## config.mk

```make
export PLATFORM = sky130hd
export DESIGN_NAME = pc_fetch_ctrl
export DESIGN_NICKNAME = d
export VERILOG_FILES = /design/src/rtl/cpu_pkg.sv /design/src/rtl/next_pc_calc.sv /design/src/rtl/pc_fetch_ctrl.sv
export SDC_FILE = /design/constraint.sdc
export NUM_CORES = 1
export LEC_CHECK = 0
export ABC_AREA = 1
export BUFFER_PORTS_ARGS = -buffer_cell sky130_fd_sc_hd__buf_2
export CAP_MARGIN = 15
export CORE_ASPECT_RATIO = 0.5
export CORE_UTILIZATION = 40
export CTS_CLUSTER_SIZE = 25
export DETAILED_ROUTE_END_ITERATION = 10
export PLACE_DENSITY_LB_ADDON = 0.1
export SLEW_MARGIN = 20
export SYNTH_ARGS = -nofsm -noshare
export SYNTH_HDL_FRONTEND = slang
export SYNTH_SLANG_ARGS = --single-unit
```

## constraint.sdc

```tcl
create_clock -name CLK -period 4.2 [get_ports CLK]
set_input_delay 0.84 -clock CLK [delete_from_list [all_inputs] [get_ports CLK]]
set_output_delay 0.84 -clock CLK [all_outputs]
set_load 0.01 [all_outputs]
```

## src/rtl/cpu_pkg.sv

```systemverilog
// rtl/cpu_pkg.sv - shared encodings for the program-counter fetch stage
//
// Purpose: next-PC select encodings, fetch FSM state type and the
// instruction width shared by pc_fetch_ctrl and next_pc_calc.
// Ports: none (package).
package cpu_pkg;

  localparam int INST_W = 32;

  // PCSrc encodings
  localparam logic [1:0] PC_SEQ = 2'b00;
  localparam logic [1:0] PC_BR  = 2'b01;
  localparam logic [1:0] PC_J   = 2'b10;
  localparam logic [1:0] PC_JR  = 2'b11;

  typedef enum logic [1:0] {
    RUN   = 2'd0,
    HALT  = 2'd1,
    FAULT = 2'd2
  } state_t;

endpackage

```

## src/rtl/next_pc_calc.sv

```systemverilog
// rtl/next_pc_calc.sv - combinational next-PC target and legality check
//
// Purpose: computes PC+4, the selected next-PC target and whether that
// target lies outside the instruction store or is not word aligned.
// Ports:
//   IAddr     in  32  current PC
//   PCSrc     in  2   next-PC select (PC_SEQ / PC_BR / PC_J / PC_JR)
//   immediate in  16  branch offset in words, sign-extended
//   JumpAddr  in  26  jump target field
//   RegAddr   in  32  jump-register target
//   PC4       out 32  IAddr + 4
//   target    out 32  selected next PC
//   illegal   out 1   target misaligned or beyond MEM_BYTES-4
module next_pc_calc
  import cpu_pkg::*;
#(
  parameter int MEM_BYTES = 64
) (
  input  logic [INST_W-1:0] IAddr,
  input  logic [1:0]        PCSrc,
  input  logic [15:0]       immediate,
  input  logic [25:0]       JumpAddr,
  input  logic [INST_W-1:0] RegAddr,
  output logic [INST_W-1:0] PC4,
  output logic [INST_W-1:0] target,
  output logic              illegal
);

  localparam logic [INST_W-1:0] MAX_PC = INST_W'(MEM_BYTES - 4);

  logic [INST_W-1:0] br_off;

  assign PC4 = IAddr + 32'd4;

  // Word offset sign-extended and scaled to bytes.
  assign br_off = {{14{immediate[15]}}, immediate, 2'b00};

  always_comb begin
    target = PC4;
    case (PCSrc)
      PC_SEQ:  target = PC4;
      PC_BR:   target = PC4 + br_off;
      PC_J:    target = {PC4[31:28], JumpAddr, 2'b00};
      PC_JR:   target = RegAddr;
      default: target = PC4;
    endcase
  end

  assign illegal = (target[1:0] != 2'b00) || (target > MAX_PC);

endmodule

```

## src/rtl/pc_fetch_ctrl.sv

```systemverilog
// rtl/pc_fetch_ctrl.sv - program counter, RUN/HALT/FAULT FSM and retire counter
//
// Purpose: holds the PC driving instruction memory, advances it to the
// selected target, stops on halt or on an illegal target, and counts
// retired instructions (saturating).
// Ports:
//   CLK       in  1      system clock, rising edge
//   Reset     in  1      asynchronous active-high reset
//   PCWre     in  1      1 = PC may advance this cycle
//   PCSrc     in  2      next-PC select
//   immediate in  16     branch offset in words
//   JumpAddr  in  26     jump target field
//   RegAddr   in  32     jump-register target
//   Halt      in  1      halt instruction at current PC
//   IAddr     out 32     current PC
//   PC4       out 32     IAddr + 4
//   Halted    out 1      state == HALT
//   Fault     out 1      state == FAULT
//   InstCount out CNT_W  retired instructions since reset
module pc_fetch_ctrl
  import cpu_pkg::*;
#(
  parameter logic [31:0] RESET_PC  = 32'h0000_0000,
  parameter int          MEM_BYTES = 64,
  parameter int          CNT_W     = 32
) (
  input  logic             CLK,
  input  logic             Reset,
  input  logic             PCWre,
  input  logic [1:0]       PCSrc,
  input  logic [15:0]      immediate,
  input  logic [25:0]      JumpAddr,
  input  logic [31:0]      RegAddr,
  input  logic             Halt,
  output logic [31:0]      IAddr,
  output logic [31:0]      PC4,
  output logic             Halted,
  output logic             Fault,
  output logic [CNT_W-1:0] InstCount
);

  state_t            state;
  logic [31:0]       target;
  logic              illegal;
  logic [CNT_W-1:0]  cnt_inc;

  next_pc_calc #(
    .MEM_BYTES (MEM_BYTES)
  ) u_next_pc (
    .IAddr     (IAddr),
    .PCSrc     (PCSrc),
    .immediate (immediate),
    .JumpAddr  (JumpAddr),
    .RegAddr   (RegAddr),
    .PC4       (PC4),
    .target    (target),
    .illegal   (illegal)
  );

  // Saturating increment: sticks at all-ones.
  assign cnt_inc = (InstCount == {CNT_W{1'b1}}) ? InstCount
                                                : InstCount + CNT_W'(1);

  always_ff @(posedge CLK or posedge Reset) begin
    if (Reset) begin
      IAddr     <= RESET_PC;
      state     <= RUN;
      Halted    <= 1'b0;
      Fault     <= 1'b0;
      InstCount <= '0;
    end else begin
      case (state)
        RUN: begin
          if (Halt) begin
            // Halt retires and wins over any target, legal or not.
            state     <= HALT;
            Halted    <= 1'b1;
            InstCount <= cnt_inc;
          end else if (PCWre) begin
            if (!illegal) begin
              IAddr     <= target;
              InstCount <= cnt_inc;
            end else begin
              // PC stays on the faulting instruction for debug.
              state <= FAULT;
              Fault <= 1'b1;
            end
          end
        end
        HALT, FAULT: begin
          // Terminal until Reset.
        end
        default: begin
          state <= FAULT;
          Fault <= 1'b1;
        end
      endcase
    end
  end

endmodule

```

### After elaboration in Yosys (flattened, before gate mapping)

Index checks and enable logic that the tools add are counted.
Widths: inputs -> output; s select.

* bitwise operators: 3
* $lt $le $gt $ge: 1
* equality and inequality tests: 12
* add/sub/neg operators: 3
* mux-type cells: 13
* reductions and logical operators: 11

Operators by type and width (number)
* $mux 32: 4
* $pmux 32 s4: 1
* $add 32x1->32 const B: 1
* $add 32x3->32 const B: 1
* $add 32x32->32: 1
* $eq 32x32->1 const B: 1
* $gt 32x6->1 const B: 1
* $ne 2x2->1 const B: 4
* $reduce_and 4->1: 2
* $eq 2x2->1 const B: 3
* $mux 2: 3
* $ne 3x3->1 const B: 2
* $reduce_and 3->1: 2
* $eq 2x1->1 const B: 2
* $logic_not 2->1: 2
* $pmux 2 s2: 1
* $reduce_bool 2->1: 2
* $mux 1: 3
* $not 1->1: 3
* $pmux 1 s2: 1
* $reduce_and 2->1: 1
* $reduce_or 2->1: 1
* $logic_or 1x1->1: 1

* bits of input ports: 80
* register bits after elaboration: 68
* output and inout port bits: 98
* word-level logic and storage cells: 48

### Longest topological paths before layout

* depth in word-level cells: 9
* depth in mapped cells: 33
* gate-level depth less buffers: 32

### Cells and area by module

Synthesis repeated with hierarchy kept, for this count alone.

* cell total of the unflattened synthesis: 1271
* area total of the unflattened synthesis: 7597.3 sq um

By module, submodules not included
* next_pc_calc: cells each 835, times used 1, area an instance 4001.3 sq um
* pc_fetch_ctrl: cells each 436, times used 1, area an instance 3595.9 sq um

### Worst setup path after synthesis

OpenSTA, ideal clock, no wires.

* path kind: register to register
* from: register IAddr[2]
* to: register InstCount[23]
* data required time: 4.083 ns
* clock period less this slack: 3.577 ns
* stages on the path, launching flop included: 29
* path slack: 0.623 ns
* arrival: 3.460 ns
* buffers on the path: 1
* cell sequence: dfrtp_1 ha_1 nand2_2 nor2_4 nand2_2 nor3_4 nand2_1 nor2_1 xor2_1 inv_1 ha_1 nand2_1 nor2_1 nand2_1 nor2_1 nand2_1 nand3_1 nand2_1 nand3_1 a21oi_1 nor2_1 nand3_1 nor2_2 nand2_2 nand2_4 nand2_4 buf_6 nand2_1 nand2_1

* word-level cells in the longest chain between the ends: 7

Ends and longest elaborated chain
* from (decl): RTL line pc_fetch_ctrl.sv:35 `output logic [31:0] IAddr,`
* from (signal assigned): RTL line pc_fetch_ctrl.sv:81 `IAddr <= target;`
* $add 32x3->32 *: RTL line next_pc_calc.sv:33 `assign PC4 = IAddr + 32'd4;`
* via PC4[20]: RTL line pc_fetch_ctrl.sv:36 `output logic [31:0] PC4,`
* $add 32x32->32: RTL line next_pc_calc.sv:42 `PC_BR: target = PC4 + br_off;`
* $pmux 32 s4 *: RTL line next_pc_calc.sv:40 `case (PCSrc)`
* $gt 32x6->1 *: RTL line next_pc_calc.sv:49 `assign illegal = (target[1:0] != 2'b00) || (target > MAX_PC);`
* $logic_or 1x1->1 *: RTL line next_pc_calc.sv:49
* $ne 2x2->1 (no line) *
* $reduce_and 3->1 (no line) *
* to (signal assigned): RTL line pc_fetch_ctrl.sv:78 `InstCount <= cnt_inc;`
* to (signal assigned): RTL line pc_fetch_ctrl.sv:82 `InstCount <= cnt_inc;`
* to (decl): RTL line pc_fetch_ctrl.sv:39 `output logic [CNT_W-1:0] InstCount`

Mark *: on every way through the listed nets, which the timed path passes. The rest lies on a longest branch.
A chain may end at the register's enable or synchronous reset.

### Worst setup path in the final report

* from: register IAddr[5]
* to: register InstCount[22]

* word-level cells in the longest chain between the ends: 7

Ends and longest elaborated chain (RTL line)
* $add 32x3->32 *: next_pc_calc.sv:33
* $add 32x32->32: next_pc_calc.sv:42
* $pmux 32 s4 *: next_pc_calc.sv:40
* $gt 32x6->1 *: next_pc_calc.sv:49
* $logic_or 1x1->1 *: next_pc_calc.sv:49
* $ne 2x2->1 (no line) *
* $reduce_and 3->1 (no line) *

Every way passes the cells marked *; elsewhere a longest branch is shown, timed or not.

==> key figures <==
Yosys
  • Share of synthesized area spent on multiplexers: 0
  • Dominant combinational cell family by area after synthesis: simple AND/OR/NAND/NOR gates
  • Post-synthesis xor/xnor area fraction: 0.0531
  • Area share of fa/ha/maj cells after synthesis: 0.0584
  • Syn Std Cell Area: 7420 um2
  • Mean instance size in the synthesized netlist: 5.78 um2
  • Yosys warns: 0
  • Sequential area share after synthesis: 0.229
  • Simple-gate share of the synthesized area: 0.477
  • Flops & latches, synth: 68
  • Synth Net Count: 1397
  • Count of distinct cell types in the synthesized netlist: 39
  • Complex-gate fraction of the synthesized area: 0.0523
  • Number of instances in the synthesized netlist: 1283

Global routing
  • GR Util All Layers: 0.280
  • Number of global-route vias before repair: 8290
  • Initial antenna violation count: 1
  • Final global-route overflow total: 0
  • Grt peak-use layer: met2
  • Met2 Usage GRT: 0.460
  • Pin count of the biggest net entering global routing: 44
  • Grt met1 use: 0.380
  • Global-route wire length before repair: 42500 um
  • Met3 Usage GRT: 0.0442

Setup path
  • Arrival time of data at the critical path endpoint: 4.25 ns
  • Crit-path max FO: 11
  • Crit end category: flip-flop
  • Start-to-end type of the worst setup path: reg2reg
  • Most frequent cell on the critical path: nand2_1
  • Top delay family on crit path: simple AND/OR/NAND/NOR gates
  • Largest incremental delay on the critical path: 0.39 ns
  • Master of the slowest instance on the critical path: dfrtp_1
  • Category of the worst setup path launch point: flip-flop
  • Required time of the worst setup path: 4.47 ns
  • Number of buffer and inverter stages on the critical path: 4

Power
  • Leakage dissipation: 5.74 nW
  • Switching part of the total power: 0.327
  • Max rail drop VDD: 0.000220 V
  • Clock power frac: 0.392
  • Reported net switching power: 672 uW
  • PD cells: 210 nW/um2
  • Combinational share of power: 0.262
  • Internal: 1.38 mW
  • Sequential fraction of design power: 0.347

Floorplan
  • Effective utilization at floorplan: 0.418
  • Row cnt: 34
  • I/O pin cnt: 178
  • Std-Cell Core Area: 17700 um2
  • Overall die width: 195 um
  • Vertical die dimension: 98.3 um
  • Die area: 19100 um2

Cells and area
  • Leading cell type in the layout, fill and taps excluded: nand2_1
  • Number of diodes: 0
  • Fraction of final layout cells with drive strength greater than 1: 0.237
  • Most frequent cells in the layout: 490 x nand2_1, 202 x inv_1, 177 x buf_2
  • Layout net count: 1641
  • Synth-to-Final Area Change: 31.7%

STA
  • Slew at the pin with the worst max-slew slack: 0.912 ns
  • Max Fclk: 251 MHz
  • Slew Viols, Final: 0
  • Number of failing setup endpoints in the final timing report: 0
  • Hold Fails Final Rpt: 0
  • Relative max-transition margin: 0.391
  • Post-route clock skew: 0.0108 ns
  • Post-layout minimum cycle time: 3.98 ns
  • Final critical-path share of the clock period: 0.947
  • Setup total negative slack: 0 ns
  • Hold Worst Slack: 0.462 ns

Routing
  • ANT nets after route: 0
  • Number of design-rule violations left by the first detailed-router iteration: 572
  • Total wire length after detailed routing: 27400 um
  • Detailed-routing iteration count for the pre-antenna-repair pass: 5
  • Wire per inst: 15.5 um
  • Number of vias per cell: 4.98
  • # DRC: 0
  • DR vias: 8784

Flow run
  • Max-Cap Viols: 0

Clock network
  • CTS root buffer: clkbuf_16
  • Clock buffer count from CTS: 9
  • Insertion delay of the later-clocked pin in the worst-skew pair: 0.33 ns
  • Deepest level of the CTS H-tree: 3
  • Buffers from clock root to sink, at most: 2
  • Reg clk slew, reported paths: 0.06 ns
  • TritonCTS clock tree: done
  • TritonCTS sink count: 68

Hold path
  • Hold Path Class: reg2reg

Placement
  • Hpwl dp: 22200 um
  • RePlAce Congestion: 0.935
  • Total of buffers placed on input and output ports: 177

Status
  • Run status: finished clean
==> cell type report <==
class	instances	area, um2
repair buffers	256	1530
flip-flops and latches	68	1710
inverters	218	818
clock inverters	6	90.1
multi-input cells	974	5110
well taps	234	293
fillers	1898	7970
clock buffers	9	225
==> synthesized netlist by cell type (all sizes together) <==
cell type | count | area share
dfrtp | 68 | 0.23
inv | 216 | 0.11
a31oi | 2 | 0.0017
nand3b | 16 | 0.016
or2 | 7 | 0.0059
o21bai | 4 | 0.0040
and2 | 3 | 0.0025
clkinv | 2 | 0.0010
buf | 18 | 0.016
nand4 | 11 | 0.0093
nor3 | 32 | 0.024
nor4 | 10 | 0.0084
clkbuf | 7 | 0.0035
xor2 | 34 | 0.040
o21ai | 14 | 0.0094
nand3 | 127 | 0.087
ha | 33 | 0.056
a221oi | 8 | 0.0094
nand2 | 509 | 0.26
a21oi | 22 | 0.015
xnor2 | 11 | 0.013
a22o | 10 | 0.012
a21boi | 1 | 0.0010
nor2 | 117 | 0.062
fa | 1 | 0.0027
==> through the flow <==
step / instance area [um2] / util / power (mW) / setup slack [ns] / std cells
final: 9770 / 0.551 / 2.05 / 0.221 / 1765
after global routing: 9770 / 0.551 / 2.16 / -0.116 / 1765
after CTS: 9360 / 0.527 / 2.02 / 0.0183 / 1756
after detailed placement: 9030 / 0.509 / 1.21 / -0.0369 / 1741
after global placement: 9030 / 0.509 / 1.20 / 0.0293 / 1741
after floorplan: 7420 / - / 1.04 / 0.623 / 1283
==> cells by family after synthesis <==
logic type,Yosys count
simple gates,832
buf+inv,243
flops,68
compound gates,61
xor+xnor,45
fa+ha+maj,34
==> power groups by stage <==
stage | sequential, mW | combinational (mW) | clock (mW)
after detailed placement | 0.722 | 0.489 | 0
after global placement | 0.723 | 0.480 | 0
after global routing | 0.715 | 0.595 | 0.847
after floorplan | 0.722 | 0.319 | 0
after CTS | 0.711 | 0.492 | 0.818
final | 0.712 | 0.538 | 0.804
==> flip-flops by register name (all words and copies together) (netlist names) <==
register	flops
Halted	1
Fault	1
IAddr	32
InstCount	32
state	2
==> worst min-delay path, stage by stage, from the launching register on <==
cell and delay, ns:
dfrtp_1 0.34, inv_1 0.04, nand2_1 0.05
==> worst paths after layout <==
kind / slack (ns) / cells past startpoint / from / to
setup / recovery: 0.22 / 27 / IAddr[5] / InstCount[22]
hold / removal: 0.46 / 2 / Halted / Halted
setup reg to reg: 0.22 / 27 / IAddr[5] / InstCount[22]
hold reg to reg: 0.46 / 2 / Halted / Halted
max in group asynchronous: 2.57 / 3 / Reset / IAddr[11]
min in group asynchronous: 0.71 / 2 / Reset / IAddr[23]
==> what timing repair did <==
item	CTS	global route
pin swaps	0	10
resized for setup	3	68
cloned	0	3
setup endpoints to repair	32	67
hold buffers	0	0
buffers inserted	0	6
==> metal layers <==
layer,wire (um),part of all wire
met1,12800,0.47
met2,12400,0.45
met3,1610,0.059
met4,498,0.018
met5,0,0
No activity file was read; power rests on OpenSTA's default activity.
